**src/rtl/rx_data_ctrl_if.sv**
```systemverilog
// Byte/handshake bundle between the UART receive path, the receive buffer
// controller and its consumer.
//   slave  : buffer side (takes load/read/clear, drives byte, ready, flags, count)
//   master : surrounding side (drives load/read/clear, observes the rest)
interface rx_data_ctrl_if #(
  parameter int DATA_BITS = 8,
  parameter int DEPTH     = 4
);
  localparam int CW = $clog2(DEPTH) + 1;

  logic                 load_buffer;
  logic [DATA_BITS-1:0] packet_data;
  logic                 data_read;
  logic                 clear_errors;
  logic [DATA_BITS-1:0] rx_data;
  logic                 data_ready;
  logic                 overrun_error;
  logic [CW-1:0]        fifo_count;

  modport slave (
    input  load_buffer,
    input  packet_data,
    input  data_read,
    input  clear_errors,
    output rx_data,
    output data_ready,
    output overrun_error,
    output fifo_count
  );

  modport master (
    output load_buffer,
    output packet_data,
    output data_read,
    output clear_errors,
    input  rx_data,
    input  data_ready,
    input  overrun_error,
    input  fifo_count
  );
endinterface

```
**src/rtl/rx_data_ctrl.sv**
```systemverilog
// Receive buffer: DEPTH-entry FIFO plus one output register, with
// ready/read handoff to the consumer and a sticky overrun flag.
//   clk, n_rst (async, active-low); bus : rx_data_ctrl_if.slave
module rx_data_ctrl #(
  parameter int DATA_BITS = 8,
  parameter int DEPTH     = 4
) (
  input logic          clk,
  input logic          n_rst,
  rx_data_ctrl_if.slave bus
);
  localparam int AW = $clog2(DEPTH);
  localparam int CW = AW + 1;

  typedef enum logic {
    EMPTY = 1'b0,
    VALID = 1'b1
  } state_t;

  logic [DATA_BITS-1:0] mem [DEPTH];
  logic [AW-1:0]        wr_ptr;
  logic [AW-1:0]        rd_ptr;
  logic [CW-1:0]        count;
  state_t               state;
  logic [DATA_BITS-1:0] rx_q;
  logic                 rdy_q;
  logic                 ovr_q;

  logic has_data;
  logic full;
  logic pop;
  logic push;
  logic drop;

  assign has_data = (count != '0);
  assign full     = (count == CW'(DEPTH));
  // Output register refills whenever it is empty or being consumed.
  assign pop  = has_data && ((state == EMPTY) || bus.data_read);
  // A pop frees a slot this cycle, so a full FIFO can still accept.
  assign push = bus.load_buffer && (!full || pop);
  assign drop = bus.load_buffer && full && !pop;

  always_ff @(posedge clk) begin
    if (push)
      mem[wr_ptr] <= bus.packet_data;
  end

  always_ff @(posedge clk or negedge n_rst) begin
    if (!n_rst) begin
      wr_ptr <= '0;
      rd_ptr <= '0;
      count  <= '0;
    end else begin
      if (push)
        wr_ptr <= wr_ptr + AW'(1);
      if (pop)
        rd_ptr <= rd_ptr + AW'(1);
      unique case ({push, pop})
        2'b10:   count <= count + CW'(1);
        2'b01:   count <= count - CW'(1);
        default: count <= count;
      endcase
    end
  end

  always_ff @(posedge clk or negedge n_rst) begin
    if (!n_rst) begin
      state <= EMPTY;
      rx_q  <= '0;
      rdy_q <= 1'b0;
    end else begin
      unique case (state)
        EMPTY: begin
          if (has_data) begin
            rx_q  <= mem[rd_ptr];
            rdy_q <= 1'b1;
            state <= VALID;
          end
        end
        VALID: begin
          if (bus.data_read) begin
            if (has_data) begin
              rx_q <= mem[rd_ptr];
            end else begin
              rdy_q <= 1'b0;
              state <= EMPTY;
            end
          end
        end
        default: begin
          rdy_q <= 1'b0;
          state <= EMPTY;
        end
      endcase
    end
  end

  // Set beats clear when both happen in one cycle.
  always_ff @(posedge clk or negedge n_rst) begin
    if (!n_rst)
      ovr_q <= 1'b0;
    else if (drop)
      ovr_q <= 1'b1;
    else if (bus.clear_errors)
      ovr_q <= 1'b0;
  end

  assign bus.rx_data       = rx_q;
  assign bus.data_ready    = rdy_q;
  assign bus.overrun_error = ovr_q;
  assign bus.fifo_count    = count;
endmodule

```
**src/flat_wrapper.sv**
```systemverilog
// flat-port wrapper written by rule: the top's interface ports become plain ports
module rx_data_ctrl_flat 
#(
  parameter int DATA_BITS = 8,
  parameter int DEPTH     = 4
)
  (clk, n_rst, bus_load_buffer, bus_packet_data, bus_data_read, bus_clear_errors, bus_rx_data, bus_data_ready, bus_overrun_error, bus_fifo_count);
  rx_data_ctrl_if #(.DATA_BITS(DATA_BITS), .DEPTH(DEPTH)) bus_i ();
  input logic clk;
  input logic n_rst;
  input wire logic [$bits(bus_i.load_buffer)-1:0] bus_load_buffer;
  input wire logic [$bits(bus_i.packet_data)-1:0] bus_packet_data;
  input wire logic [$bits(bus_i.data_read)-1:0] bus_data_read;
  input wire logic [$bits(bus_i.clear_errors)-1:0] bus_clear_errors;
  output wire logic [$bits(bus_i.rx_data)-1:0] bus_rx_data;
  output wire logic [$bits(bus_i.data_ready)-1:0] bus_data_ready;
  output wire logic [$bits(bus_i.overrun_error)-1:0] bus_overrun_error;
  output wire logic [$bits(bus_i.fifo_count)-1:0] bus_fifo_count;
  assign bus_i.load_buffer = bus_load_buffer;
  assign bus_i.packet_data = bus_packet_data;
  assign bus_i.data_read = bus_data_read;
  assign bus_i.clear_errors = bus_clear_errors;
  assign bus_rx_data = bus_i.rx_data;
  assign bus_data_ready = bus_i.data_ready;
  assign bus_overrun_error = bus_i.overrun_error;
  assign bus_fifo_count = bus_i.fifo_count;
  rx_data_ctrl #(.DATA_BITS(DATA_BITS), .DEPTH(DEPTH)) u_core (.clk(clk), .n_rst(n_rst), .bus(bus_i));
endmodule
```
**config.mk**
```make
export PLATFORM = sky130hd
export DESIGN_NAME = rx_data_ctrl_flat
export DESIGN_NICKNAME = d
export VERILOG_FILES = /design/src/rtl/rx_data_ctrl_if.sv /design/src/rtl/rx_data_ctrl.sv /design/src/flat_wrapper.sv
export SDC_FILE = /design/constraint.sdc
export NUM_CORES = 1
export LEC_CHECK = 0
export CAP_MARGIN = 20
export CELL_PAD_IN_SITES_DETAIL_PLACEMENT = 1
export CELL_PAD_IN_SITES_GLOBAL_PLACEMENT = 1
export CORE_UTILIZATION = 35
export DETAILED_ROUTE_END_ITERATION = 7
export PLACE_DENSITY = 0.76
export SLEW_MARGIN = 10
export SYNTH_ARGS = -nofsm -noshare
export SYNTH_HDL_FRONTEND = slang
export SYNTH_SLANG_ARGS = --single-unit
```
**constraint.sdc**
```tcl
create_clock -name clk -period 2.3 [get_ports clk]
set_input_delay 0.46 -clock clk [delete_from_list [all_inputs] [get_ports clk]]
set_output_delay 0.46 -clock clk [all_outputs]
set_load 0.05 [all_outputs]
```
==> out/metrics.csv, run 1 <==
metric;value;unit
post-route-period-util;94.1;%
rsz0062_at_grt;false;
start_util;37.2;%
avgSynthCellArea;17.1;µm²
critPathArrivalTime;2340;ps
timing.fmax;462;MHz
startpoint;bus_data_read;
cp-end-kind;register;
peakVddDrop;0.000629;V
via_per_inst;4.91;
leakagePower;0.997;nW
drtIter0Drc;78;
io_buffers;25;
fin_area;2630;µm²
crit_buf_inv;1;
syn_nets;141;
post_cts_resized;0;
dp.final_hpwl;3.16;mm
grt_overflow;0;
gp_congestion;0.776;
cts_setup_buffers;0;
drtAntennaViolNets;0;
power.density;1390;nW/µm²
dpl_cell_area;2510;µm²
wl;4.11;mm
totalPowerFinal;3.65;mW
ys_seq_area_share;67.3;%
final_max_slew_viol_count;0;
htreeDepth;2;
root_buffer;clkbuf_8;
setup_viol;0;
grt_pass1_vias;1334;
dieArea;6310;µm²
hold_buffers;0;
worst_slack;136;ps
area_growth;25.1;%
final_core_util;46.5;%
path_class;in -> reg;
synth_ff_type;edfxtp_1;
crit_slowest_cell;clkdlybuf4s50_1;
die_w;79.4;µm
final_hold_viol_count;0;
num_rows;27;
relSlewSlack;59.3;%
async_flop_share;36.0;%
ys_types;33;
fin_setup_tns;0;ps
clock_skew;7.77;ps
path_cells;clkdlybuf4s50_1 > nor2b_1 > nor2_2 > nand2_1 > fa_1 > or3_1 > o211ai_1 > o211ai_2;
post-place-ws;-167;ps
via_count;1169;
hp-class;in -> async;
required;2470;ps
grt_pass1_wl;6.83;mm
drcViolationCount;0;
synth-edff-count;32;
drive_gt1_share;26.5;%
cts_tree;yes;
path_clk_slew;90;ps
antenna_found_initial;0;
wire_per_inst;17.3;µm
crit_family;simple AND/OR/NAND/NOR gates;
tritoncts.num_buffers;5;
slowest_delay;490;ps
cap_viol_max_count;0;
cts_sinks;50;
critPathLaunchType;input pin;
yosys_register_bits;50;
synth_warnings;0;
clk_latency;300;ps
status;finished clean;
ios;26;
clockBufferDepth;2;
fin_crit;2160;ps
syn-cell-area;2100;µm²
worstPathMaxFanout;3;
rr_startpoint;u_core.state;
die_h;79.4;µm
grt_use_total;14.8;%
diodes;0;
dr.pass1.iters;4;
finalNetCount;183;
tightest_slew;610;ps
core;5640;µm²
grt_max_degree;19;
synth_cells;123;
==> registers in the layout, indices dropped and copies added, names as in the netlist <==
| name | count |
|---|---|
| u_core.mem | 32 |
| u_core.wr_ptr | 2 |
| u_core.bus.overrun_error | 1 |
| u_core.bus.data_ready | 1 |
| u_core.state | 1 |
| u_core.bus.fifo_count | 3 |
| u_core.rd_ptr | 2 |
| u_core.bus.rx_data | 8 |
==> metrics by stage <==
step / std cells / hold WS (ps)
2_1_floorplan: 123 / 164
6_report: 238 / 489
3_3_place_gp: 230 / 496
4_1_cts: 238 / 493
5_1_grt: 238 / 505
3_5_place_dp: 230 / 505
==> kinds of logic (layout without fill, tap and decap cells) <==
logic type               after synthesis  after routing  synth area share, %
flip-flops                            50             50                 67.3
AND/OR/NAND/NOR                       25             25                 6.32
buffers and inverters                 11             54                 2.74
adder cells (fa/ha/maj)                5              5                 3.34
AO/OA/AOI/OAI                         11             11                 3.94
multiplexers                          16             16                 14.3
XOR/XNOR                               5              5                 2.09
==> power by group <==
part | switching (mW) | total (mW) | internal (mW)
logic | 0.844 | 1.56 | 0.721
clock network | 0.274 | 0.599 | 0.324
registers | 0.243 | 1.48 | 1.24
==> synthesized netlist by cell type (2+ instances only) <==
cell type	number	share of area, %
and2_1	4	1.2
buf_6	2	1.1
dfrtp_1	18	21
edfxtp_1	32	46
ha_1	4	2.4
inv_1	6	1.1
mux2_4	8	5.7
mux4_2	8	8.6
nand2_1	8	1.4
nor2_1	3	0.54
nor2b_1	2	0.60
o21ai_0	4	0.95
xnor2_1	3	1.3
xor2_1	2	0.83
==> path summary, 6_finish.rpt <==
kind / end / slack, ps / cells past startpoint
worst max-delay path: u_core.bus.fifo_count[2] / 140 / 8
worst min-delay path: u_core.rd_ptr[1] / 490 / 2
worst min register to register: u_core.bus.rx_data[3] / 520 / 1
min in group clk: u_core.bus.rx_data[3] / 520 / 1
max in group asynchronous: u_core.bus.fifo_count[0] / 1590 / 2
worst max register to register: u_core.bus.fifo_count[2] / 300 / 7
==> layer usage <==
layer / global-route usage (%) / share of wire, %
met1: 16.9 / 40
met5: 0 / 0
met3: 2.74 / 1.7
met4: 5.09 / 1.5
met2: 27.2 / 57
==> layout by cell type, fill, tap and decap left out, types with 2 or more instances in the layout <==
cell type         n
inv_1             6
nor2_1            3
ha_1              4
and2_1            4
clkdlybuf4s50_1  25
o21ai_0           4
nor2b_1           2
edfxtp_1         32
dfrtp_1          16
xor2_1            2
xnor2_1           3
mux4_2            8
clkbuf_8          5
buf_4            14
dfrtp_2           2
nand2_1           8
mux2_4            8
==> worst register-to-register path: stages, from the launching register on <==
cell and delay (ps):
dfrtp_1 410, nor2b_1 160, nor2_2 150, nand2_1 100
fa_1 410, or3_1 400, o211ai_1 130, o211ai_2 110
==> cell type report <==
class	count	area, µm²
Clock buffer	6	72.6
Clock inverter	2	37.5
Fill cell	541	3020
Inverter	7	26.3
Multi-Input combinational cell	62	629
Sequential cell	50	1410
Tap cell	72	90.1
Timing Repair Buffer	39	355
(Power assumes the default switching activity.)
==> run 2: changes to the inputs <==
--- a/config.mk
+++ b/config.mk
@@ -10,7 +10,7 @@
 export CELL_PAD_IN_SITES_GLOBAL_PLACEMENT = 1
 export CORE_UTILIZATION = 35
 export DETAILED_ROUTE_END_ITERATION = 7
-export PLACE_DENSITY = 0.76
+export PLACE_DENSITY = 0.72
 export SLEW_MARGIN = 10
 export SYNTH_ARGS = -nofsm -noshare
 export SYNTH_HDL_FRONTEND = slang
==> constraint.sdc (replaced) <==
create_clock -name clk -period 2.3 [get_ports clk]
set_input_delay 0.345 -clock clk [delete_from_list [all_inputs] [get_ports clk]]
set_output_delay 0.345 -clock clk [all_outputs]
set_load 0.05 [all_outputs]
==> run 2 against run 1 <==
Register-to-register slack gained 90 ps. Critical path depth shrank 7. Clock skew up 2.3 ps. Final cell count is 2.5% lower. Global-route usage is 0.16 points lower. Utilization shrank 0.78 points. Maximum frequency rose by 10%. Flip-flop and latch count stayed put. Critical path type is now reg -> out. Largest cell class unchanged.
==> out/metrics.csv, run 2 (synthesized netlist as in run 1, its figures left out) <==
metric;value;unit;change
cts_sinks;50;;unchanged
finalNetCount;177;;was 183
peakVddDrop;0.000513;V;was 0.000629 V
drcViolationCount;0;;unchanged
core;5640;µm²;unchanged
hold_buffers;0;;unchanged
crit_family;buffers and inverters;;was simple AND/OR/NAND/NOR gates
tightest_slew;588;ps;was 610 ps
dr.pass1.iters;4;;unchanged
clockBufferDepth;2;;unchanged
root_buffer;clkbuf_8;;unchanged
worstPathMaxFanout;6;;was 3
drive_gt1_share;23.8;%;was 26.5%
power.density;1370;nW/µm²;was 1390 nW/µm²
required;1960;ps;was 2470 ps
status;finished clean;;unchanged
setup_viol;0;;unchanged
clk_latency;310;ps;was 300 ps
dieArea;6310;µm²;unchanged
die_h;79.4;µm;unchanged
largest_reg_flops;32;;unchanged
area_growth;23.0;%;was 25.1%
wl_met3;101;µm;was 70 µm
via_count;1149;;was 1169
grt_use_total;14.6;%;was 14.8%
path_class;reg -> out;;was in -> reg
grt_overflow;0;;unchanged
dp.final_hpwl;2.86;mm;was 3.16 mm
num_rows;27;;unchanged
grt_pass1_vias;1313;;was 1334
cts_setup_buffers;0;;unchanged
power.internal;2.18;mW;was 2.29 mW
wl;3.98;mm;was 4.11 mm
top_register;u_core.mem;;unchanged
topRoutingLayerUsed;met4;;unchanged
p_seq_share;42.0;%;was 40.7%
slowest_delay;840;ps;was 490 ps
crit_buf_inv;1;;unchanged
post-route-period-util;85.2;%;was 94.1%
crit_slowest_cell;clkdlybuf4s50_1;;unchanged
drtIter0Drc;70;;was 78
critPathLaunchType;register;;was input pin
wire_per_inst;17.1;µm;was 17.3 µm
combPwrFrac;43.5;%;was 42.9%
start_util;37.2;%;unchanged
final_common_cell;edfxtp_1;;unchanged
drtAntennaViolNets;0;;unchanged
power_switching;1.35;mW;was 1.36 mW
antenna_found_initial;0;;unchanged
io_buffers;25;;unchanged
grt_max_degree;19;;unchanged
rsz0062_at_grt;false;;unchanged
relSlewSlack;60.8;%;was 59.3%
final_hold_viol_count;0;;unchanged
clkPwrFrac;14.4;%;was 16.4%
tritoncts.num_buffers;5;;unchanged
final_max_slew_viol_count;0;;unchanged
fin_crit;1960;ps;was 2160 ps
htreeDepth;2;;unchanged
routed-wl-met2;2.12;mm;was 2.33 mm
timing.fmax;510;MHz;was 462 MHz
worst_slack;340;ps;was 136 ps
grt_pass1_wl;6.58;mm;was 6.83 mm
clock_skew;10.0;ps;was 7.77 ps
diodes;0;;unchanged
die_w;79.4;µm;unchanged
switching_share;38.3;%;was 37.3%
ios;26;;unchanged
post-place-ws;34.1;ps;was -167 ps
final_cell_mix;32 x edfxtp_1, 25 x clkdlybuf4s50_1, 16 x dfrtp_1;;was 32 x edfxtp_1, 25 x clkdlybuf4s50_1, 16 x dfrtp_1, 14 x buf_4
cap_viol_max_count;0;;unchanged
cp-end-kind;output pin;;was register
via_per_inst;4.95;;was 4.91
post_cts_resized;0;;unchanged
critPathArrivalTime;1610;ps;was 2340 ps
hp-class;in -> async;;unchanged
path_clk_slew;90;ps;about the same
gp_congestion;0.793;;was 0.776
wl_met1;1.64;mm;was 1.65 mm
path_cells;clkdlybuf4s50_1;;was clkdlybuf4s50_1 > nor2b_1 > nor2_2 > nand2_1 > fa_1 > or3_1 > o211ai_1 > o211ai_2
fin_setup_tns;0;ps;unchanged
leakagePower;0.967;nW;was 0.997 nW
cts_tree;yes;;unchanged
-- run 2: metal layers --
layer | vias to the layer above | GRT usage [%]
met1 | 599 | 16.9
li1 | 525 | -
met4 | 0 | 8.36
met3 | 8 | 3.77
met5 | - | 0
met2 | 17 | 24.4
-- run 2: stage by stage --
| step | cell area [µm²] | cells | total power, mW | utilization, % | hold WS, ps |
|---|---|---|---|---|---|
| final | 2580 | 232 | 3.52 | 45.8 | 371 |
| after global routing | 2580 | 232 | 3.71 | 45.8 | 392 |
| after CTS | 2580 | 232 | 3.57 | 45.8 | 374 |
| after detailed placement | 2490 | 224 | 3.06 | 44.2 | 502 |
| after global placement | 2490 | 224 | 2.97 | 44.2 | 495 |
| after floorplan | 2100 | 123 | 2.55 | - | 49.4 |
-- run 2: area by class of cell --
type / instances / area, µm²
multi-input cells: 62 / 629
clock buffers: 6 / 72.6
well taps: 72 / 90.1
fillers: 555 / 3060
inverters: 7 / 26.3
flip-flops and latches: 50 / 1410
clock inverters: 2 / 13.8
repair buffers: 33 / 335
-- run 2: power by group through the flow --
stage          sequential [mW]  combinational (mW)  clock [mW]
3_3_place_gp              1.48                1.49           0
6_report                  1.48                1.53       0.509
4_1_cts                   1.49                1.55       0.524
3_5_place_dp              1.51                1.55           0
5_1_grt                   1.53                1.63       0.552
2_1_floorplan             1.77               0.775           0
-- run 2: final timing paths --
check,depth (start not counted),slack [ps],from,to
min in group clk,1,520,u_core.bus.rx_data[7],u_core.bus.rx_data[7]
worst min-delay path,2,370,n_rst,u_core.bus.fifo_count[1]
max in group asynchronous,2,1700,n_rst,u_core.bus.fifo_count[2]
worst min register to register,1,520,u_core.bus.rx_data[7],u_core.bus.rx_data[7]
worst max-delay path,1,340,u_core.bus.fifo_count[1],bus_fifo_count[1]
worst max register to register,7,390,u_core.state,u_core.bus.fifo_count[2]
==> run 3: changes to the inputs <==
--- a/config.mk
+++ b/config.mk
@@ -10,7 +10,8 @@
 export CELL_PAD_IN_SITES_GLOBAL_PLACEMENT = 1
 export CORE_UTILIZATION = 35
 export DETAILED_ROUTE_END_ITERATION = 7
-export PLACE_DENSITY = 0.72
+export MAX_ROUTING_LAYER = met4
+export PLACE_DENSITY = 0.69
 export SLEW_MARGIN = 10
 export SYNTH_ARGS = -nofsm -noshare
 export SYNTH_HDL_FRONTEND = slang
==> constraint.sdc (replaced) <==
create_clock -name clk -period 2 [get_ports clk]
set_input_delay 0.3 -clock clk [delete_from_list [all_inputs] [get_ports clk]]
set_output_delay 0.3 -clock clk [all_outputs]
set_load 0.05 [all_outputs]
==> run 3 against run 2 <==
First-iteration DRC count up 49%. Combinational power up 24%. Routed wire length up 0.10%. Worst hold slack worse by 16 ps. Largest power group unchanged. Design area is 2.6% higher.
==> out/metrics.csv, run 3 (synthesized netlist as in run 1, its figures left out) <==
metric;value;unit;change
status;finished clean;;unchanged
diodes;0;;unchanged
hold_buffers;0;;unchanged
path_clk_slew;80;ps;was 90 ps
peakVddDrop;0.000600;V;was 0.000513 V
tritoncts.num_buffers;5;;unchanged
grt_max_degree;19;;unchanged
instances_no_fill;235;;was 232
die_w;79.4;µm;unchanged
switching_share;37.4;%;was 38.3%
finalNetCount;180;;was 177
clkPwrFrac;14.1;%;was 14.4%
die_h;79.4;µm;unchanged
slowest_delay;820;ps;was 840 ps
power.internal;2.59;mW;was 2.18 mW
largest_reg_flops;32;;unchanged
drtIter0Drc;104;;was 70
path_class;reg -> out;;unchanged
drcViolationCount;0;;unchanged
dieArea;6310;µm²;unchanged
cts_setup_buffers;0;;unchanged
num_rows;27;;unchanged
via_count;1146;;was 1149
rsz0062_at_grt;false;;unchanged
fin_crit;1910;ps;
ios;26;;unchanged
timing.fmax;524;MHz;
grt_pass1_vias;1223;;was 1313
grt_use_total;14.3;%;was 14.6%
htreeDepth;2;;unchanged
worstPathMaxFanout;7;;was 6
cts_sinks;50;;unchanged
clk_latency;290;ps;was 310 ps
cp-end-kind;output pin;;unchanged
rrSetupSlack;120;ps;was 390 ps
final_hold_viol_count;0;;unchanged
gp_congestion;0.832;;was 0.793
grt_overflow;0;;unchanged
antenna_found_initial;0;;unchanged
final_max_slew_viol_count;0;;unchanged
root_buffer;clkbuf_8;;unchanged
setup_viol;0;;unchanged
crit_buf_inv;1;;unchanged
io_buffers;25;;unchanged
critPathArrivalTime;1610;ps;about the same
crit_slowest_cell;clkdlybuf4s50_1;;unchanged
start_util;37.2;%;unchanged
wire_per_inst;16.9;µm;was 17.1 µm
drtAntennaViolNets;0;;unchanged
cap_viol_max_count;0;;unchanged
dp.final_hpwl;2.92;mm;was 2.86 mm
tightest_slew;506;ps;was 588 ps
p_seq_share;40.4;%;was 42.0%
dp_cells;227;;was 224
via_per_inst;4.88;;was 4.95
ff2ff_path_depth;7;;unchanged
final_cell_mix;32 x edfxtp_1, 25 x clkdlybuf4s50_1, 15 x dfrtp_1, 8 x mux4_2, 8 x mux2_4;;was 32 x edfxtp_1, 25 x clkdlybuf4s50_1, 16 x dfrtp_1
worstSetupPathDepth;1;;unchanged
dr.pass1.iters;3;;was 4
final_common_cell;edfxtp_1;;unchanged
power.density;1560;nW/µm²;was 1370 nW/µm²
power_switching;1.55;mW;was 1.35 mW
crit_family;buffers and inverters;;unchanged
drive_gt1_share;27.0;%;was 23.8%
required;1700;ps;was 1960 ps
clock_skew;4.11;ps;was 10.0 ps
leakagePower;0.991;nW;was 0.967 nW
totalPowerFinal;4.14;mW;was 3.52 mW
combPwrFrac;45.6;%;was 43.5%
grt_pass1_wl;6.39;mm;was 6.58 mm
critPathLaunchType;register;;unchanged
final_core_util;47.0;%;was 45.8%
post-route-period-util;95.4;%;
dpl_cell_area;2560;µm²;was 2490 µm²
relSlewSlack;66.2;%;was 60.8%
post_cts_resized;0;;unchanged
area_growth;26.2;%;was 23.0%
path_cells;clkdlybuf4s50_1;;unchanged
wl;3.98;mm;about the same
cts_tree;yes;;unchanged
clockBufferDepth;2;;unchanged
fin_area;2650;µm²;was 2580 µm²
core;5640;µm²;unchanged
hp-class;in -> async;;unchanged
top_register;u_core.mem;;unchanged
-- run 3: final timing paths --
kind / start / to
worst max-delay path: u_core.bus.fifo_count[2] / bus_fifo_count[2]
worst min register to register: u_core.bus.rx_data[6] / u_core.bus.rx_data[6]
worst max register to register: u_core.bus.fifo_count[2] / u_core.bus.fifo_count[2]
max in group asynchronous: n_rst / u_core.bus.fifo_count[2]
worst min-delay path: n_rst / u_core.bus.rx_data[2]
min in group clk: u_core.bus.rx_data[6] / u_core.bus.rx_data[6]
-- run 3: routing by layer --
layer / part of all wire [%] / global-route usage [%] / vias to the layer above / wire length (µm)
li1: - / - / 532 / -
met1: 44 / 17.7 / 591 / 1750
met2: 53 / 23.2 / 14 / 2100
met3: 1.2 / 2.74 / 9 / 46
met4: 2.3 / 5.82 / 0 / 92
met5: 0 / - / - / 0
-- run 3: power groups by stage --
stage / clock, mW / combinational, mW / sequential (mW)
floorplan: 0 / 0.902 / 2.06
global placement: 0 / 1.84 / 1.67
detailed placement: 0 / 1.91 / 1.70
CTS: 0.599 / 1.92 / 1.68
global route: 0.637 / 2.02 / 1.71
finish: 0.582 / 1.89 / 1.67
-- run 3: layout make-up --
class	count	area (µm²)
Fill cell	539	2990
Sequential cell	50	1420
Multi-Input combinational cell	62	641
Timing Repair Buffer	36	383
Tap cell	72	90.1
Clock buffer	7	86.3
Inverter	7	26.3
Clock inverter	1	5.00
-- run 3: through the flow --
step	hold slack, ps	setup slack (ps)	setup TNS [ps]
6_report	355	91.2	0
5_1_grt	365	30.6	0
4_1_cts	360	83.4	0
3_5_place_dp	504	-148	-213
3_3_place_gp	498	-56.7	-56.7
2_1_floorplan	4.41	-25.5	-25.5
